===== src/rtl/ili9341_init_ctrl.sv =====
// ILI9341 init sequencer: pulses the panel reset, walks a fixed command/data/delay table,
// then owns the SPI byte channel for RGB565 pixel streaming (high byte first).
module ili9341_init_ctrl #(
    parameter int unsigned RST_LOW_CYCLES  = 1000,
    parameter int unsigned RST_WAIT_CYCLES = 120000,
    parameter int unsigned DELAY_UNIT      = 100000
) (
    input  logic        clk,
    input  logic        rst,
    input  logic        start,
    input  logic        tx_ready,
    output logic        tx_valid,
    output logic [7:0]  tx_data,
    output logic        tx_dc,
    output logic        lcd_reset,
    output logic        init_done,
    output logic        busy,
    input  logic        px_valid,
    input  logic [15:0] px_data,
    output logic        px_ready
);

    localparam int unsigned DLY_MAX = 32'd255 * DELAY_UNIT;
    localparam int unsigned RST_MAX = (RST_LOW_CYCLES > RST_WAIT_CYCLES) ? RST_LOW_CYCLES
                                                                        : RST_WAIT_CYCLES;
    localparam int unsigned CNT_MAX = (RST_MAX > DLY_MAX) ? RST_MAX : DLY_MAX;
    localparam int unsigned CNT_W   = $clog2(CNT_MAX + 1);
    localparam int unsigned IDX_W   = 5;

    localparam logic [1:0] K_CMD = 2'b00;
    localparam logic [1:0] K_DAT = 2'b01;
    localparam logic [1:0] K_DLY = 2'b10;

    typedef enum logic [3:0] {
        IDLE,
        RST_LOW,
        RST_WAIT,
        FETCH,
        SEND,
        DELAY,
        READY,
        PX_HI,
        PX_LO
    } state_t;

    state_t             state, state_nxt;
    logic [IDX_W-1:0]   idx, idx_nxt;
    logic [CNT_W-1:0]   cnt, cnt_nxt;
    logic [7:0]         px_lo, px_lo_nxt;
    logic [7:0]         tx_data_nxt;
    logic               tx_dc_nxt;
    logic               tx_valid_nxt;
    logic               lcd_reset_nxt;
    logic               init_done_nxt;
    logic               busy_nxt;
    logic               px_ready_nxt;
    logic               start_s, start_q;
    logic               start_rise_c;
    logic [9:0]         ent_c;

    // Init table entry: {kind, payload}; delay payloads are in DELAY_UNIT counts
    function automatic logic [9:0] tbl(input logic [IDX_W-1:0] i);
        case (i)
            5'd0:    tbl = {K_CMD, 8'h01};
            5'd1:    tbl = {K_DLY, 8'd5};
            5'd2:    tbl = {K_CMD, 8'h11};
            5'd3:    tbl = {K_DLY, 8'd120};
            5'd4:    tbl = {K_CMD, 8'h3A};
            5'd5:    tbl = {K_DAT, 8'h55};
            5'd6:    tbl = {K_CMD, 8'h36};
            5'd7:    tbl = {K_DAT, 8'h48};
            5'd8:    tbl = {K_CMD, 8'h29};
            5'd9:    tbl = {K_CMD, 8'h2A};
            5'd10:   tbl = {K_DAT, 8'h00};
            5'd11:   tbl = {K_DAT, 8'h00};
            5'd12:   tbl = {K_DAT, 8'h00};
            5'd13:   tbl = {K_DAT, 8'hEF};
            5'd14:   tbl = {K_CMD, 8'h2B};
            5'd15:   tbl = {K_DAT, 8'h00};
            5'd16:   tbl = {K_DAT, 8'h00};
            5'd17:   tbl = {K_DAT, 8'h01};
            5'd18:   tbl = {K_DAT, 8'h3F};
            5'd19:   tbl = {K_CMD, 8'h2C};
            default: tbl = {2'b11, 8'h00};
        endcase
    endfunction

    assign ent_c        = tbl(idx);
    assign start_rise_c = start_s && !start_q;

    // Next-state, datapath and registered-output decode
    always_comb begin
        logic lo_gap;
        state_nxt   = state;
        idx_nxt     = idx;
        cnt_nxt     = cnt;
        px_lo_nxt   = px_lo;
        tx_data_nxt = tx_data;
        tx_dc_nxt   = tx_dc;
        lo_gap      = 1'b0;

        case (state)
            IDLE: begin
                if (start_rise_c) begin
                    state_nxt = RST_LOW;
                    idx_nxt   = '0;
                    cnt_nxt   = CNT_W'(RST_LOW_CYCLES - 32'd1);
                end
            end
            RST_LOW: begin
                if (cnt == '0) begin
                    state_nxt = RST_WAIT;
                    cnt_nxt   = CNT_W'(RST_WAIT_CYCLES - 32'd1);
                end else begin
                    cnt_nxt = cnt - CNT_W'(1);
                end
            end
            RST_WAIT: begin
                if (cnt == '0) begin
                    state_nxt = FETCH;
                end else begin
                    cnt_nxt = cnt - CNT_W'(1);
                end
            end
            FETCH: begin
                case (ent_c[9:8])
                    K_CMD, K_DAT: begin
                        state_nxt   = SEND;
                        tx_data_nxt = ent_c[7:0];
                        tx_dc_nxt   = ent_c[8];
                    end
                    K_DLY: begin
                        // A zero-length delay just advances to the next entry
                        if (ent_c[7:0] == 8'd0) begin
                            idx_nxt = idx + IDX_W'(1);
                        end else begin
                            state_nxt = DELAY;
                            cnt_nxt   = CNT_W'(32'(ent_c[7:0]) * DELAY_UNIT - 32'd1);
                        end
                    end
                    default: state_nxt = READY;
                endcase
            end
            SEND: begin
                if (tx_valid && tx_ready) begin
                    idx_nxt   = idx + IDX_W'(1);
                    state_nxt = FETCH;
                end
            end
            DELAY: begin
                if (cnt == '0) begin
                    idx_nxt   = idx + IDX_W'(1);
                    state_nxt = FETCH;
                end else begin
                    cnt_nxt = cnt - CNT_W'(1);
                end
            end
            READY: begin
                if (start_rise_c) begin
                    state_nxt = RST_LOW;
                    idx_nxt   = '0;
                    cnt_nxt   = CNT_W'(RST_LOW_CYCLES - 32'd1);
                end else if (px_valid && px_ready) begin
                    state_nxt   = PX_HI;
                    px_lo_nxt   = px_data[7:0];
                    tx_data_nxt = px_data[15:8];
                    tx_dc_nxt   = 1'b1;
                end
            end
            PX_HI: begin
                // One idle cycle separates the two pixel bytes, like FETCH does in the table walk
                if (tx_valid && tx_ready) begin
                    state_nxt   = PX_LO;
                    lo_gap      = 1'b1;
                    tx_data_nxt = px_lo;
                end
            end
            PX_LO: begin
                if (tx_valid && tx_ready) begin
                    state_nxt = READY;
                end
            end
            default: state_nxt = IDLE;
        endcase

        tx_valid_nxt  = (state_nxt == SEND) || (state_nxt == PX_HI) ||
                        ((state_nxt == PX_LO) && !lo_gap);
        lcd_reset_nxt = (state_nxt != RST_LOW);
        init_done_nxt = (state_nxt == READY) || (state_nxt == PX_HI) || (state_nxt == PX_LO);
        px_ready_nxt  = (state_nxt == READY);
        busy_nxt      = (state_nxt == RST_LOW) || (state_nxt == RST_WAIT) ||
                        (state_nxt == FETCH) || (state_nxt == SEND) || (state_nxt == DELAY);
    end

    // State, datapath and output registers
    always_ff @(posedge clk or negedge rst) begin
        if (!rst) begin
            state     <= IDLE;
            idx       <= '0;
            cnt       <= '0;
            px_lo     <= 8'h00;
            start_s   <= 1'b0;
            start_q   <= 1'b0;
            tx_valid  <= 1'b0;
            tx_data   <= 8'h00;
            tx_dc     <= 1'b0;
            lcd_reset <= 1'b1;
            init_done <= 1'b0;
            busy      <= 1'b0;
            px_ready  <= 1'b0;
        end else begin
            state     <= state_nxt;
            idx       <= idx_nxt;
            cnt       <= cnt_nxt;
            px_lo     <= px_lo_nxt;
            start_s   <= start;
            start_q   <= start_s;
            tx_valid  <= tx_valid_nxt;
            tx_data   <= tx_data_nxt;
            tx_dc     <= tx_dc_nxt;
            lcd_reset <= lcd_reset_nxt;
            init_done <= init_done_nxt;
            busy      <= busy_nxt;
            px_ready  <= px_ready_nxt;
        end
    end

endmodule


===== config.mk =====
export PLATFORM = sky130hd
export DESIGN_NAME = ili9341_init_ctrl
export DESIGN_NICKNAME = d
export VERILOG_FILES = /design/src/rtl/ili9341_init_ctrl.sv
export SDC_FILE = /design/constraint.sdc
export NUM_CORES = 1
export LEC_CHECK = 0
export CAP_MARGIN = 20
export CORE_ASPECT_RATIO = 0.5
export CORE_MARGIN = 8
export CORE_UTILIZATION = 45
export DETAILED_ROUTE_END_ITERATION = 10
export HOLD_SLACK_MARGIN = 0.1
export SYNTH_ARGS = -nofsm -noshare
export SYNTH_HDL_FRONTEND = slang
export SYNTH_SLANG_ARGS = --single-unit

===== constraint.sdc =====
create_clock -name clk -period 8.78 [get_ports clk]
set_clock_uncertainty 0.15 [all_clocks]
set_input_delay 1.317 -clock clk [delete_from_list [all_inputs] [get_ports clk]]
set_output_delay 1.317 -clock clk [all_outputs]
set_load 0.02 [all_outputs]

After elaboration in Yosys (flattened, before gate mapping):

Memories as Yosys holds them, arrays and structs flattened.
Cells that the tools add are included.
W data, S select, Z words.

* flip-flop bits (word level): 58
* latch bits: 0
* memory bits (writable): 0
* memory bits (read-only): 320
* input port bits: 21
* memories kept: 1

Memory list
* (name not given): depth 32, width 10, read ports 1, clocked after Yosys merged registers in 0, write ports 0, RTL line 63 `case (i)`

* add/sub/neg operators: 3
* multiply operators: 1
* div/mod/pow operators: 0
* order comparisons: 0
* equality and inequality tests: 30
* shifts and indexed selects: 0
* muxes and demuxes: 34
* bitwise gates (word level): 1
* reduce and logical (&&, ||, !) cells: 30

Operator list (count)
* $mux W25: 5
* $pmux W25 S4: 1
* $sub A25 B1 Y25 const B: 2
* $mux W4: 9
* $eq A4 B3 Y1 const B: 8
* $mux W8: 4
* $pmux W4 S8: 1
* $logic_not A25 Y1: 1
* $mux W5: 5
* $pmux W8 S3: 1
* $mul A8 B12 Y20 const B: 1
* $pmux W5 S4: 1
* $ne A2 B2 Y1 const B: 9
* $eq A4 B2 Y1 const B: 4
* $reduce_and A5 Y1: 2
* $eq A4 B1 Y1 const B: 2
* $eq A4 B4 Y1 const B: 2
* $logic_not A8 Y1: 1
* $logic_or A1 B1 Y1: 8
* $pmux W4 S2: 1
* $reduce_bool A4 Y1: 2
* $reduce_and A6 Y1: 1
* $reduce_or A2 Y1: 3
* $add A5 B1 Y5 const B: 1
* other kinds (15): 24

Logic depth before layout (Yosys ltp):

An unclocked memory read counts as a cell.

* depth after elaboration: 10
* gate-level depth with buffers: 23
* gate-level depth less buffers: 22

Worst setup path after synthesis:

Ideal clock, no wire load.

* kind: register -> register
* from: register idx[1]
* to: register cnt[22]
* arrival time: 5.361 ns
* slack: 3.131 ns
* cell stages (with the launch flop): 23
* cell sequence: dfrtp_1 -> clkbuf_1 -> inv_1 -> ha_1 -> nand2_1 -> a311oi_1 -> a31oi_1 -> inv_1 -> ha_1 -> ha_1 -> inv_1 -> fa_1 -> inv_1 -> fa_1 -> ha_1 -> a21o_1 -> a221o_1 -> a2111oi_0 -> or3_1 -> o2111ai_1 -> a211oi_1 -> xor2_1 -> o221ai_1

* longest elaborated chain between the ends: 6
* elaborated cells on any way between the ends: 11
* those cells by class: add/sub (1); mul (1); eq/ne (3); mux (3); reduce/logical (2); memory (1)

RTL lines
* start, declared: RTL line 47 `logic [IDX_W-1:0] idx, idx_nxt;`
* start signal, assigned: RTL line 213 `idx <= idx_nxt;`
* $mem_v2 Z32 W10 (*)
* $mul A8 B12 Y20: RTL line 138 `cnt_nxt = CNT_W'(32'(ent_c[7:0]) * DELAY_UNIT - 32'd1);`
* $sub A25 B1 Y25: RTL line 138
* $mux W25: RTL line 134 `if (ent_c[7:0] == 8'd0) begin`
* $mux W25: RTL line 126 `case (ent_c[9:8])`
* $pmux W25 S4: RTL line 102 `case (state)`
* end signal, assigned: RTL line 214 `cnt <= cnt_nxt;`
* end, declared: RTL line 48 `logic [CNT_W-1:0] cnt, cnt_nxt;`

Mark *: on every way between the ends. The rest lies on a longest branch, timed or not. The select of a mux whose other input is x is not followed.
A chain may end at the register's enable or synchronous reset.

Worst setup path in the final report:

* from: register idx[1]
* to: register cnt[16]

The elaborated chain is that of the path after synthesis.

==> impl_results.md <==
* RSZ-0062 raised after global routing: no
* Pin count of the biggest net entering global routing at 59
* Yosys warns at 0
* CP max FO at 13
* Remaining routing DRC violations at 0
* NumNets Final at 816
* Required @ worst endpoint at 8.86 ns
* Main combinational cell family by area after synthesis: compound AO/OA/AOI/OAI gates
* Cts bufs inserted at 9
* Post-layout util at 52.0%
* Top cells by area, synth: dfrtp_1 25%, ha_1 14%, o21ai_0 4.7%
* EDFF count, synth at 0
* Setup TNS at 0 ns
* Starting Density at 46.1%
* Synth Area in Adders at 17.9%
* Met1 usage at 26.6%
* Height of the chip at 96.4 um
* Max Buffers Root-to-Sink at 2
* DRT Wirelength at 15.0 mm
* Worst-path cell chain: inv_1, ha_1, and3_1, a21oi_1, o22a_1, inv_1, fa_1, ha_1, ha_1, fa_1, or3_1, nor3_1, mux2i_1, nand4bb_1, or4_1, a31oi_1, a31oi_1, o22a_1
* DP Wirelength at 11.2 mm
* Post-CTS Setup Inserts at 0
* Layout cells sized above 1 at 7.04%
* H-tree depth at 3
* Most used cell, CP: ha_1
* Slew Limit Fails at 0
* Drt initial violations at 350
* Setup Viol. Count Final at 0
* CP max-delay cell: dfrtp_1
* XOR/XNOR share of the synthesized area at 4.82%
* Slew HR at 34.5%
* Clock Sinks at 58
* Vias/cell at 5.77
* Seq. cell area at 1450 sq um
* Clock tree from TritonCTS: built
* Crit path buf inv count at 2
* GPL Wtd Cong at 0.864
* Area grow syn2layout at 12.8%
* Synth cell types at 77
* DRT Pass-1 Iters at 5
* Synth area leader: dfrtp_1
* Core Area at 12,600 sq um
* Syn nets at 802
* Global-route usage over all layers at 18.4%
* Tcrit/Tclk final at 72.3%
* GRT met2 Usage at 27.2%
* MaxCap Viol Count at 0
* Skew-Pair Late Insertion Delay at 0.34 ns
* Post-route minimum period at 6.35 ns
* Asr flop ratio synth at 100%
* Slew @ Worst Pin at 0.978 ns
* Compound-cell area share of the yosys netlist at 22.0%
* Crit path largest cell delay at 0.59 ns
* Syn Std Cell Area at 5820 sq um
* Antenna diodes at 0
* Mux share of post-synthesis cell area at 4.15%
* Critical path data arrival time at 6.43 ns
* Min-delay worst type: reg -> reg
* Seq/Total Area, Yosys at 25.0%
* Setup crit start kind: flop
* Syn avg cell area at 8.25 sq um
* Initial antenna violation count at 0
* #FFs+latches synth at 58
* Outcome: completed
* Yosys top cell area share at 24.5%
* Count of non-filler cells in the finished layout at 894
* Worst path top cell family by delay: adder cells
* Per-cell routed wire length at 16.7 um
* Synth Instances at 705
* CTS root buffer: clkbuf_16
* Worst Path Class, Setup: reg -> reg
* Post-DP Area at 6230 sq um
* Grt ovf at 0
* Total die area at 17,000 sq um
* Die width at 177 um
* Grt met3 use at 4.19%
* Post-CTS Hold Buffers at 0
* DP Cell Count at 877
* Ys flop type: dfrtp_1
* Max frequency at 0.157 GHz
* Vias in the first global route at 4,886
* Fill count at 1,199
* Global-route wire length before repair at 25.4 mm
* Resize count post-CTS at 0
* Endpoints failing hold at 0
* CTS clk-pin slew, worst paths at 0.06 ns
* Number of antenna-violating nets in the routed design at 0
* CP Capture Type: flop
* Site row count at 29
* Multi-input combinational cell area at 4050 sq um
* # IOs at 35
* # port buffers at 34
* DR vias at 5,160
* Busiest layer in global routing: met2
* Post-route cell area at 6560 sq um
* Synth Area in Simple Gates at 20.6%
metal layers:
layer | vias up | routed length, um | share of wire [%]
met5 | - | 0 | 0
met4 | 0 | 220 | 1.5
met3 | 19 | 813 | 5.4
met2 | 128 | 6040 | 40
met1 | 2420 | 7880 | 53
li1 | 2593 | - | -
flip-flops by register name, indices dropped and copies added, names as in the netlist, 4 cells and up:
signal and flops:
px_lo 8, idx 5, state 4, tx_data 8
cnt 25
Yosys cell counts, types with 3 or more instances:
cell      number
mux2_2         9
xor2_1        14
fa_1          12
mux2i_1       14
nor2b_1        4
inv_1         39
or4_1          3
o21ai_0       55
a221o_1        3
nor4_1         5
nand3b_1       3
o22ai_1        3
and3_1         4
nor3_1        21
o21ai_1       12
xnor2_1       18
buf_2         11
and2_1         6
a211oi_1       7
nand3_1       23
nand2_1       53
a21o_1         9
a31oi_1       11
or2_2          3
a311o_1        3
clkbuf_1      21
o22a_1         6
ha_1          64
o211ai_1       5
or3_1         12
nor2_1        67
dfrtp_1       57
a22oi_1        6
nand4_1        9
a21oi_1       51
nand2b_1       8
path summary, 6_finish.rpt:
kind	start	endpoint	slack (ns)	cells after the start
setup reg to reg	idx[1]	cnt[16]	2.43	18
hold / removal	start_s	start_q	0.26	0
hold reg to reg	start_s	start_q	0.26	0
max in group asynchronous	rst	px_lo[5]	6.98	2
setup / recovery	idx[1]	cnt[16]	2.43	18
min in group asynchronous	rst	cnt[17]	0.98	2
logic make-up after synthesis:
family | Yosys count
AND/OR/NAND/NOR | 237
AO/OA/AOI/OAI | 202
buffers and inverters | 77
adder cells (fa/ha/maj) | 76
flip-flops | 58
XOR/XNOR | 32
multiplexers | 23
cell usage in the layout, fill, tap and decap left out, types with 8 or more instances in the layout:
master / netlist / routed
mux2_2: 9 / 9
nand4_1: 9 / 9
nand2b_1: 8 / 8
xnor2_1: 18 / 18
nand2_1: 53 / 53
clkbuf_16: 0 / 9
inv_1: 39 / 39
nand3_1: 23 / 23
a31oi_1: 11 / 11
a21oi_1: 51 / 51
or3_1: 12 / 12
fa_1: 12 / 12
nor3_1: 21 / 20
o21ai_0: 55 / 55
clkdlybuf4s50_1: 0 / 33
dfrtp_1: 57 / 57
xor2_1: 14 / 14
nor2_1: 67 / 67
o21ai_1: 12 / 12
mux2i_1: 14 / 14
ha_1: 64 / 64
a21o_1: 9 / 9
area by class of cell:
cell class	instances	share of cell area, %
multi-input combinational	570	61.7
sequential	58	22.1
timing repair buffer	39	5.68
clock buffer	11	3.70
tap	170	3.24
inverter	41	2.35
clock inverter	5	1.20
through the flow:
stage               setup slack [ns]  hold WS, ns
global route                    1.97        0.259
finish                          2.43        0.255
floorplan                       3.13        0.218
global placement                2.68        0.232
CTS                             2.49        0.252
detailed placement              2.52        0.240
Power is not shown: default switching activity piles up to over one toggle a cycle in this logic, so the estimate is an artifact.
